==> config.mk <==
export PLATFORM = sky130hd
export DESIGN_NAME = l1_refill_ctrl
export DESIGN_NICKNAME = d
export VERILOG_FILES = /design/src/rtl/l1_refill_ctrl.sv
export SDC_FILE = /design/constraint.sdc
export NUM_CORES = 1
export LEC_CHECK = 0
export ABC_AREA = 1
export CAP_MARGIN = 20
export CORE_UTILIZATION = 25
export CTS_CLUSTER_SIZE = 12
export DETAILED_ROUTE_END_ITERATION = 12
export SLEW_MARGIN = 20
export SYNTH_ARGS = -nofsm -noshare
export SYNTH_HDL_FRONTEND = slang
export SYNTH_SLANG_ARGS = --single-unit
==> constraint.sdc <==
create_clock -name clk -period 17.05 [get_ports clk]
set_input_delay 3.41 -clock clk [delete_from_list [all_inputs] [get_ports clk]]
set_output_delay 3.41 -clock clk [all_outputs]
set_load 0.05 [all_outputs]
==> src/rtl/l1_refill_ctrl.sv <==
`timescale 1ns/1ps
// l1_refill_ctrl
//   Blocking L1 controller that sits between a CPU port, a registered cache
//   array and a memory port. Reads look up the cache and refill from memory
//   on a miss. Writes are write-through / write-allocate: the cache is
//   updated first, then the word is written to memory.
//
//   Optional feature macro: L1_REFILL_TIMEOUT_EN
//     defined   - a wait counter aborts a memory access after TIMEOUT_CYCLES
//                 cycles without m_ack and reports cpu_err with cpu_done.
//     undefined - no counter; memory waits are unbounded; cpu_err is 0.
//
//   Parameters
//     TIMEOUT_CYCLES  memory-wait cycles before abort (timeout build only)
//
//   Ports
//     clk, reset      clock, asynchronous active-high reset
//     cpu_*           CPU request/response port (cpu_ready high only in IDLE)
//     c_*             cache array port (c_rdata/c_hit valid one cycle after c_rd)
//     m_*             memory port (m_req held with stable fields until m_ack)
//     o_dbg_state     current FSM state encoding, for observation only
//
//   Handshakes: a CPU request is taken in a cycle where cpu_req=1 and
//   cpu_ready=1; requests while cpu_ready=0 are dropped, not queued. A memory
//   transfer completes in the first cycle where m_req=1 and m_ack=1; m_ack in
//   any other cycle has no effect.
module l1_refill_ctrl #(
  parameter int unsigned TIMEOUT_CYCLES = 256
) (
  input  logic        clk,
  input  logic        reset,
  input  logic        cpu_req,
  input  logic        cpu_we,
  input  logic [31:0] cpu_addr,
  input  logic [31:0] cpu_wdata,
  output logic        cpu_ready,
  output logic        cpu_done,
  output logic [31:0] cpu_rdata,
  output logic        cpu_err,
  output logic [31:0] c_addr,
  output logic [31:0] c_wdata,
  output logic        c_rd,
  output logic        c_wr,
  input  logic [31:0] c_rdata,
  input  logic        c_hit,
  output logic        m_req,
  output logic        m_we,
  output logic [31:0] m_addr,
  output logic [31:0] m_wdata,
  input  logic        m_ack,
  input  logic [31:0] m_rdata,
  output logic [2:0]  o_dbg_state
);

  typedef enum logic [2:0] {
    S_IDLE     = 3'd0,
    S_LOOKUP   = 3'd1,
    S_MEM_RD   = 3'd2,
    S_FILL     = 3'd3,
    S_WR_CACHE = 3'd4,
    S_MEM_WR   = 3'd5,
    S_RESP     = 3'd6
  } state_t;

  state_t      r_state;
  state_t      w_next;
  logic [31:0] r_addr;
  logic [31:0] r_wdata;
  logic [31:0] r_rdata;
  logic [31:0] r_cwdata;
  logic        w_accept;
  logic        w_mem_wait;
  logic        w_tmo;

  assign w_accept   = (r_state == S_IDLE) && cpu_req;
  assign w_mem_wait = (r_state == S_MEM_RD) || (r_state == S_MEM_WR);

`ifdef L1_REFILL_TIMEOUT_EN
  localparam int CW = (TIMEOUT_CYCLES > 1) ? $clog2(TIMEOUT_CYCLES) : 1;

  logic [CW-1:0] r_tmo_cnt;
  logic          r_err;

  // m_ack in the limit cycle wins: timeout only fires when m_ack is low.
  assign w_tmo = w_mem_wait && !m_ack && (r_tmo_cnt == CW'(TIMEOUT_CYCLES - 1));

  // Counter sits at zero outside the wait states, so it is clear on entry.
  always_ff @(posedge clk or posedge reset) begin
    if (reset) begin
      r_tmo_cnt <= '0;
      r_err     <= 1'b0;
    end else begin
      if (!w_mem_wait || m_ack || w_tmo) begin
        r_tmo_cnt <= '0;
      end else begin
        r_tmo_cnt <= r_tmo_cnt + CW'(1);
      end
      if (w_tmo) begin
        r_err <= 1'b1;
      end else if (r_state == S_RESP) begin
        r_err <= 1'b0;
      end
    end
  end

  assign cpu_err = (r_state == S_RESP) && r_err;
`else
  assign w_tmo   = 1'b0;
  // The parameter stays referenced so both builds share one interface.
  assign cpu_err = 1'b0 && (TIMEOUT_CYCLES != 0);
`endif

  // State register
  always_ff @(posedge clk or posedge reset) begin
    if (reset) begin
      r_state <= S_IDLE;
    end else begin
      r_state <= w_next;
    end
  end

  // Next-state logic
  always_comb begin
    w_next = r_state;
    case (r_state)
      S_IDLE:     if (cpu_req) w_next = cpu_we ? S_WR_CACHE : S_LOOKUP;
      S_LOOKUP:   w_next = c_hit ? S_RESP : S_MEM_RD;
      S_MEM_RD: begin
        if (m_ack)      w_next = S_FILL;
        else if (w_tmo) w_next = S_RESP;
      end
      S_FILL:     w_next = S_RESP;
      S_WR_CACHE: w_next = S_MEM_WR;
      S_MEM_WR:   if (m_ack || w_tmo) w_next = S_RESP;
      S_RESP:     w_next = S_IDLE;
      default:    w_next = S_IDLE;
    endcase
  end

  // Request latch and read/fill data registers
  always_ff @(posedge clk or posedge reset) begin
    if (reset) begin
      r_addr   <= '0;
      r_wdata  <= '0;
      r_rdata  <= '0;
      r_cwdata <= '0;
    end else begin
      if (w_accept) begin
        r_addr  <= cpu_addr;
        r_wdata <= cpu_wdata;
        if (cpu_we) r_cwdata <= cpu_wdata;
      end
      if ((r_state == S_LOOKUP) && c_hit) begin
        r_rdata <= c_rdata;
      end
      if ((r_state == S_MEM_RD) && m_ack) begin
        r_rdata  <= m_rdata;
        r_cwdata <= m_rdata;
      end
    end
  end

  // The cache is registered, so the lookup strobe must be issued in the
  // accept cycle with the live CPU address; afterwards the latched address
  // is presented. Reset gating keeps c_rd low while reset is asserted.
  assign c_rd        = w_accept && !cpu_we && !reset;
  assign c_addr      = c_rd ? cpu_addr : r_addr;
  assign c_wr        = (r_state == S_FILL) || (r_state == S_WR_CACHE);
  assign c_wdata     = r_cwdata;

  assign cpu_ready   = (r_state == S_IDLE);
  assign cpu_done    = (r_state == S_RESP);
  assign cpu_rdata   = r_rdata;

  assign m_req       = w_mem_wait;
  assign m_we        = (r_state == S_MEM_WR);
  assign m_addr      = {r_addr[31:2], 2'b00};
  assign m_wdata     = r_wdata;

  assign o_dbg_state = r_state;

endmodule
After elaboration in Yosys (flattened, before gate mapping):

Cells that the tools add are included.

* output and inout bits: 170
* register bits: 131
* bits of input ports: 134

* equality and inequality tests: 9
* reduce and logical (&&, ||, !) cells: 15
* multiplexer cells: 12

Operator list (count)
* two-way mux 32 bit: 6
* one-hot mux 3 bit (6 select lines): 1
* two-way mux 3 bit: 5
* == test 3 bit, second input constant: 3
* == test 3 x 2 -> 1 bit, second input constant: 2
* nonzero test 2 bit: 3
* logical AND 1 bit: 5
* inequality test 2 bit, second input constant: 2
* == test 3 x 1 -> 1 bit, second input constant: 1
* zero test 3 bit: 1
* AND reduction 3 bit: 1
* zero test 1 bit: 2
* logical OR 1 bit: 2
* inequality test 2 x 1 -> 1 bit, second input constant: 1
* AND reduction 2 bit: 1

Logic depth before layout (Yosys ltp):

Gate-level depths: netlist (run 1).

* depth in word-level cells: 5
* gate-level depth with buffers: 9

Worst setup path before layout (run 1):

No wires, ideal clock.

* path kind: input to output
* from: in reset
* to: out c_addr[22]
* data arrival time: 7581 ps
* data required time: 13640 ps
* cell stages on the path: 6
* slack: 6059 ps
* path buffers: 1
* path through: inv_1 nand2_1 nor2_4 buf_2 nand2_1 nand2_1

* word-level cells in the longest chain between the ends: 3

RTL lines
* start: declaration: RTL line 31 `input logic reset,`
* zero test 1 bit: RTL line 166 `assign c_rd = w_accept && !cpu_we && !reset;`
* logical AND 1 bit: RTL line 166
* via c_rd: RTL line 42 `output logic c_rd,`
* two-way mux 32 bit: RTL line 167 `assign c_addr = c_rd ? cpu_addr : r_addr;`
* end: declaration: RTL line 40 `output logic [31:0] c_addr,`

The timed path passes the listed nets, and every way through them passes these cells.

Final worst setup path (run 1):

* from: in cpu_req
* to: out c_addr[16]

* word-level cells in the longest chain between the ends: 4

RTL lines
* start: declaration: RTL line 32 `input logic cpu_req,`
* logical AND 1 bit: RTL line 75 `assign w_accept = (r_state == S_IDLE) && cpu_req;`
* logical AND 1 bit (2 in series): RTL line 166
* two-way mux 32 bit: RTL line 167

Every way passes these cells.

==> results of run 1 <==
==> area by class of cell <==
cell class / instances / share of cell area [%]
tap: 330 / 4.08
multi-input combinational: 678 / 27.1
clock inverter: 12 / 1.56
clock buffer: 18 / 4.34
inverter: 11 / 0.458
timing repair buffer: 306 / 30.1
sequential: 131 / 32.4
==> placed cells by master, fill, tap and decap left out <==
cell | netlist | routed
clkinv_2 | 0 | 2
clkinv_4 | 0 | 2
nor2_4 | 3 | 4
inv_6 | 0 | 3
bufinv_16 | 0 | 3
buf_4 | 36 | 6
clkinvlp_4 | 0 | 3
a21oi_1 | 1 | 1
nand3_4 | 0 | 1
buf_2 | 32 | 1
clkbuf_16 | 0 | 17
inv_1 | 8 | 6
nand4_1 | 33 | 33
nand3_1 | 40 | 40
conb_1 | 1 | 3
clkdlybuf4s50_1 | 0 | 299
inv_2 | 3 | 4
o21ai_0 | 2 | 2
dfrtp_1 | 131 | 131
nor2_1 | 1 | 1
nand2_2 | 1 | 3
nand2_1 | 591 | 589
clkbuf_8 | 0 | 1
o21a_1 | 1 | 1
==> registers in the layout, indices dropped and copies added (netlist names) <==
register and cells:
c_wdata 32, cpu_rdata 32, m_wdata 32, o_dbg_state 3, r_addr 32
==> cell families (layout without fill, tap and decap cells) <==
kind of cell    count (synthesis)  in the layout  share of synthesized area, %
other cells                     1              3                        0.0573
simple gates                  671            671                          41.1
compound gates                  4              4                         0.344
flops                         131            131                          50.1
buf+inv                        98            347                          8.42
==> power by group <==
group          internal, mW  total (mW)  leakage, nW  switching, mW
Combinational         0.443        1.47         3.19           1.03
Clock                 0.233       0.379        0.285          0.146
Sequential            0.456       0.552         1.64         0.0966
==> routing by layer <==
layer / wire [um] / vias up / GRT usage [%]
met1: 10800 / 3122 / 23.5
met5: 0 / - / 0
li1: - / 3241 / -
met2: 11700 / 209 / 29.9
met4: 164 / 0 / 3.41
met3: 1710 / 8 / 4.97
==> how the worst min path moves through the flow <==
stage / startpoint / endpoint / depth (start not counted)
2_1_floorplan: r_addr[0]$_DFFE_PP0P_ / r_addr[0]$_DFFE_PP0P_ / 2
3_3_place_gp: m_wdata[16]$_DFFE_PP0P_ / m_wdata[16]$_DFFE_PP0P_ / 2
3_5_place_dp: m_wdata[7]$_DFFE_PP0P_ / m_wdata[7]$_DFFE_PP0P_ / 2
4_1_cts: m_wdata[7]$_DFFE_PP0P_ / m_wdata[7]$_DFFE_PP0P_ / 2
5_1_grt: m_wdata[5]$_DFFE_PP0P_ / m_wdata[5]$_DFFE_PP0P_ / 2
6_report: m_wdata[7]$_DFFE_PP0P_ / m_wdata[7]$_DFFE_PP0P_ / 2
==> metrics by stage <==
step / instances / power [mW] / utilization, % / instance area (um^2)
after global placement: 1456 / 2.03 / 37.5 / 9520
after CTS: 1486 / 2.43 / 39.8 / 10100
final: 1486 / 2.40 / 39.8 / 10100
after global routing: 1486 / 2.53 / 39.8 / 10100
after floorplan: 907 / 1.56 / - / 6550
after detailed placement: 1456 / 2.04 / 37.5 / 9520
==> tightest hold or removal path, stage by stage (launching register included) <==
cell	delay, ns
dfrtp_1	0.34
nand2_1	0.05
nand2_1	0.04
==> flow_summary_export.csv, run 1 <==
group,metric,value,unit
clock_tree,post_cts_resized,0,
timing,worst_slew_margin_rel,30.7,%
synth,netlist.area_leader.share,50.1,%
synth,yosysUniqueCellTypes,20,
route,first_pass_iters,5,
final_layout,area.growth.synth_to_final,54.6,%
floorplanning,number_of_rows_created_at_floorplan,58,
final_layout,layout-drive-gt1-share,4.33,%
worst_setup_path,max_stage_delay,0.80,ns
route,detail-route-antenna-nets,0,
floorplanning,die_area,0.0268,mm^2
clock_tree,max-clock-path-buffers,2,
synth,synth_top_flop_cell,"dfrtp_1",
grt,grt_start_max_net_pins,66,
timing,setup_ws,7.14,ns
worst_setup_path,crit_buf_inv,5,
floorplanning,die_h,164,um
synth,synth_sequential_area_ratio,50.1,%
clock_tree,clock_tree_from_tritoncts,"yes",
status,status,"finished clean",
worst_setup_path,critPathArrivalTime,6.50,ns
worst_setup_path,critical_path_required,13.64,ns
timing,setup-tns-final,0,ns
synth,avgSynthCellArea,7.23,um^2
placed_design,dp_hpwl,16800,um
placed_design,placer_s_final_routability_congestion_estimate,0.825,
power,power_per_cell_area,237,mW/mm^2
worst_setup_path,cpLargestDelayFamily,"buffers and inverters",
clock_tree,tritoncts.num_buffers,17,
grt,grtUsageTotal,18.0,%
worst_setup_path,reg2reg_setup_slack,12.92,ns
synth,ys_top_cells_by_area,"dfrtp_1 50%, nand2_1 34%, buf_4 4.1%",
worst_setup_path,crit_path_end,"c_addr[16]",
worst_setup_path,worst-r2r-cell-count,8,
flow_run,timing.max_cap.violations,0,
timing,hold_viol_final,0,
timing,worst_hold_slack,0.467,ns
route,drt_iter0_markers,418,
worst_setup_path,worst_setup_path_start_kind,"primary input",
final_layout,antenna-diode-count,0,
clock_tree,cts_num_sinks,131,
grt,grt_first_pass_wirelength,36700,um
synth,yosysMostFrequentCell,"nand2_1",
timing,fin_crit,9.91,ns
route,viasPerCell,4.43,
worst_setup_path,crit_fanout,65,
grt,overflow,0,
final_layout,storage_cell_area,0.00328,mm^2
final_layout,final.fill_count,2664,
worst_setup_path,timing.critical_path.from,"cpu_req",
final_layout,nNetsFinal,1279,
grt,number_of_antenna_violations_at_the_first_check_in_global_routing,0,
synth,syn-instance-count,905,
synth,yosys.area.top_type,"dfrtp_1",
timing,fmax,0.101,GHz
power,peakVddDrop,0.122,mV
grt,grt_pass1_vias,6176,
synth,ys_ff_latch,131,
timing,min_period_over_period,58.1,%
clock_tree,cts_root_buf,"clkbuf_16",
synth,yosys_warnings,0,
synth,asyncSetResetFlopFracSynth,100,%
floorplanning,start_util,25.7,%
clock_tree,insertion_delay,0.41,ns
floorplanning,io-pin-count,304,
worst_setup_path,critical_path_cell_count,9,
placed_design,dpl_worst_slack,7.16,ns
clock_tree,post_cts.repair.setup_buffers,0,
timing,setup_viol_count_final,0,
synth,synth_area,0.00654,mm^2
synth,post_synth_most_frequent_cells,"591 x nand2_1, 131 x dfrtp_1, 40 x nand3_1",
route,remaining_design_rule_violation_count,0,
min_path,hold_path.class,"reg -> reg",
route,detailroute.via_count,6580,
timing,tightest_slew,1.04,ns
final_layout,multi_input_combinational_cell_area,0.00274,mm^2
timing,rsz0062_at_grt,"false",
worst_setup_path,cp_slowest_cell,"clkdlybuf4s50_1",
route,totalWireLength,24300,um
floorplanning,floorplan.core_area,0.0254,mm^2
clock_tree,cts_hold_buffers,0,
worst_setup_path,rr_startpoint,"o_dbg_state[2]$_DFFE_PP0P_",
placed_design,port_buffer_count,300,
worst_setup_path,timing.critical_path.to_type,"output port",
clock_tree,worst_setup_hold_path_clk_slew,0.06,ns
synth,synth_edf_count,0,
timing,timing.final.max_slew_violations,0,
worst_setup_path,worstPathCellList,"clkdlybuf4s50_1 > inv_1 > nor2_4 > inv_2 > buf_4 > nor2_4 > nand2_1 > nand2_1 > clkdlybuf4s50_1",
timing,final.setup_skew,0.0101,ns
clock_tree,h-tree-depth,4,
power,p_leak,5.12,nW
floorplanning,die-width,164,um
route,wl_per_cell,16.4,um
worst_setup_path,regToRegEndpoint,"c_wdata[17]$_DFFE_PP0P_",
worst_setup_path,worst_path_class_setup,"in -> out",
Power figures use the tool's default switching activity.
==> run 2: changes to the inputs <==
==> constraint.sdc (replaced) <==
create_clock -name clk -period 9.8 [get_ports clk]
set_input_delay 1.96 -clock clk [delete_from_list [all_inputs] [get_ports clk]]
set_output_delay 1.96 -clock clk [all_outputs]
set_load 0.05 [all_outputs]
==> run 2 against run 1 <==
Net effect: via count grew 0.52%; clock power increased by 76%; power up 74%; combinational power up 73%; sequential share of layout area is essentially flat; sequential cell count is the same; register-to-register slack worse by 7.2 ns; largest cell class unchanged; hold slack improved by 0.00083 ns; non-clock buffer count stayed put; setup slack worse by 4.3 ns; cell count about the same; utilization rose by 0.059 points.
==> flow_summary_export.csv, run 2 (synthesis gave the netlist of run 1 again) <==
group,metric,value,unit
clock_tree,worst_setup_hold_path_clk_slew,0.06,ns
clock_tree,cts_root_buf,"clkbuf_16",
timing,rsz0062_at_grt,"false",
grt,number_of_antenna_violations_at_the_first_check_in_global_routing,0,
power,peakVddDrop,0.183,mV
floorplanning,die_h,164,um
worst_setup_path,worst_path_class_setup,"in -> out",
route,detail-route-antenna-nets,0,
clock_tree,h-tree-depth,4,
grt,grtUsageTotal,18.0,%
timing,hold_viol_final,0,
clock_tree,cts_hold_buffers,0,
floorplanning,die_area,0.0268,mm^2
worst_setup_path,critPathArrivalTime,5.05,ns
placed_design,dp_hpwl,16800,um
route,first_pass_iters,5,
timing,timing.final.max_slew_violations,0,
route,totalWireLength,24300,um
worst_setup_path,cp_slowest_cell,"clkdlybuf4s50_1",
floorplanning,number_of_rows_created_at_floorplan,58,
worst_setup_path,cpLargestDelayFamily,"buffers and inverters",
timing,worst_slew_margin_rel,29.7,%
timing,final.setup_skew,0.00860,ns
route,detailroute.via_count,6614,
clock_tree,max-clock-path-buffers,2,
final_layout,most_common_library_cell_in_the_layout_ignoring_fill_and_taps,"nand2_1",
timing,setup-tns-final,0,ns
worst_setup_path,timing.critical_path.to_type,"output port",
worst_setup_path,worstPathCellList,"clkdlybuf4s50_1 > inv_1 > nor2_4 > inv_2 > buf_4 > nor2_4 > nand2_1 > nand2_1 > clkdlybuf4s50_1",
floorplanning,die-width,164,um
timing,setup_viol_count_final,0,
route,remaining_design_rule_violation_count,0,
grt,grt_start_max_net_pins,66,
grt,grt_first_pass_wirelength,36400,um
final_layout,antenna-diode-count,0,
timing,tightest_slew,1.05,ns
final_layout,nNetsFinal,1279,
grt,overflow,0,
power,power_per_cell_area,413,mW/mm^2
status,status,"finished clean",
floorplanning,start_util,25.7,%
min_path,hold_path.class,"reg -> reg",
placed_design,placer_s_final_routability_congestion_estimate,0.824,
final_layout,layout_common_cells,"589 x nand2_1, 299 x clkdlybuf4s50_1, 131 x dfrtp_1",
power,p_leak,5.12,nW
timing,worst_hold_slack,0.468,ns
route,drt_iter0_markers,427,
grt,grt_pass1_vias,6208,
clock_tree,tritoncts.num_buffers,17,
worst_setup_path,critical_path_required,7.84,ns
floorplanning,floorplan.core_area,0.0254,mm^2
route,wl_per_cell,16.3,um
clock_tree,clock_tree_from_tritoncts,"yes",
clock_tree,cts_num_sinks,131,
worst_setup_path,crit_fanout,65,
floorplanning,io-pin-count,304,
clock_tree,post_cts_resized,0,
worst_setup_path,max_stage_delay,0.79,ns
worst_setup_path,worst_setup_path_start_kind,"primary input",
worst_setup_path,crit_buf_inv,5,
flow_run,timing.max_cap.violations,0,
placed_design,port_buffer_count,300,
clock_tree,insertion_delay,0.41,ns
final_layout,layout-drive-gt1-share,4.32,%
final_layout,area.growth.synth_to_final,54.9,%
timing,fmax,0.143,GHz
timing,fin_crit,7.01,ns
timing,min_period_over_period,71.6,%
clock_tree,post_cts.repair.setup_buffers,0,
route,viasPerCell,4.45,
## run 2: changes by cell type in the layout (fill, tap and decap cells not counted), sizes merged
cell / change
clkinvlp: +1
inv: -2
clkbuf: +2
## run 2: final cells by class
| cell class | count | area (um^2) |
|---|---|---|
| Clock buffer | 20 | 457 |
| Sequential cell | 131 | 3280 |
| Inverter | 11 | 46.3 |
| Tap cell | 330 | 413 |
| Fill cell | 2657 | 15300 |
| Clock inverter | 11 | 155 |
| Multi-Input combinational cell | 678 | 2740 |
| Timing Repair Buffer | 306 | 3040 |
## run 2: worst reg2reg max path, stage by stage, from the launching register on
cell and delay [ns]:
dfrtp_1 0.51, inv_2 0.10, nor2_4 0.80, nand3_4 0.81, nand2_2 0.94, inv_2 0.54
nand2_1 0.19, nand2_1 0.07
## run 2: through the flow
stage | instance area, um^2 | utilization (%) | power, mW | instances | setup WS [ns]
6_report | 10100 | 39.9 | 4.18 | 1487 | 2.79
5_1_grt | 10100 | 39.9 | 4.41 | 1487 | 2.57
4_1_cts | 10100 | 39.9 | 4.23 | 1487 | 2.78
3_5_place_dp | 9520 | 37.5 | 3.54 | 1456 | 2.79
3_3_place_gp | 9520 | 37.5 | 3.53 | 1456 | 2.86
2_1_floorplan | 6550 | - | 2.71 | 907 | 1.71
## run 2: power breakdown
group,internal (mW),switching [mW],total (mW)
logic,0.771,1.78,2.55
registers,0.793,0.167,0.959
clock network,0.414,0.251,0.666
## run 2: per-layer routing
layer | routed length [um] | up-vias | track usage (%)
met5 | 0 | - | 0
met4 | 198 | 0 | 3.79
met3 | 1740 | 9 | 5.23
met2 | 11600 | 246 | 29.1
met1 | 10700 | 3114 | 23.6
li1 | - | 3245 | -
## run 2: path summary, 6_finish.rpt
check | from | end | depth (start not counted) | slack (ns)
worst max-delay path | cpu_req | c_addr[17] | 9 | 2.79
worst min-delay path | m_wdata[30]$_DFFE_PP0P_ | m_wdata[30]$_DFFE_PP0P_ | 2 | 0.47
worst max register to register | o_dbg_state[1]$_DFFE_PP0P_ | cpu_rdata[6]$_DFFE_PP0P_ | 7 | 5.73
worst min register to register | m_wdata[30]$_DFFE_PP0P_ | m_wdata[30]$_DFFE_PP0P_ | 2 | 0.47
max in group asynchronous | reset | r_addr[30]$_DFFE_PP0P_ | 3 | 6.82
min in group asynchronous | reset | m_wdata[24]$_DFFE_PP0P_ | 2 | 1.93
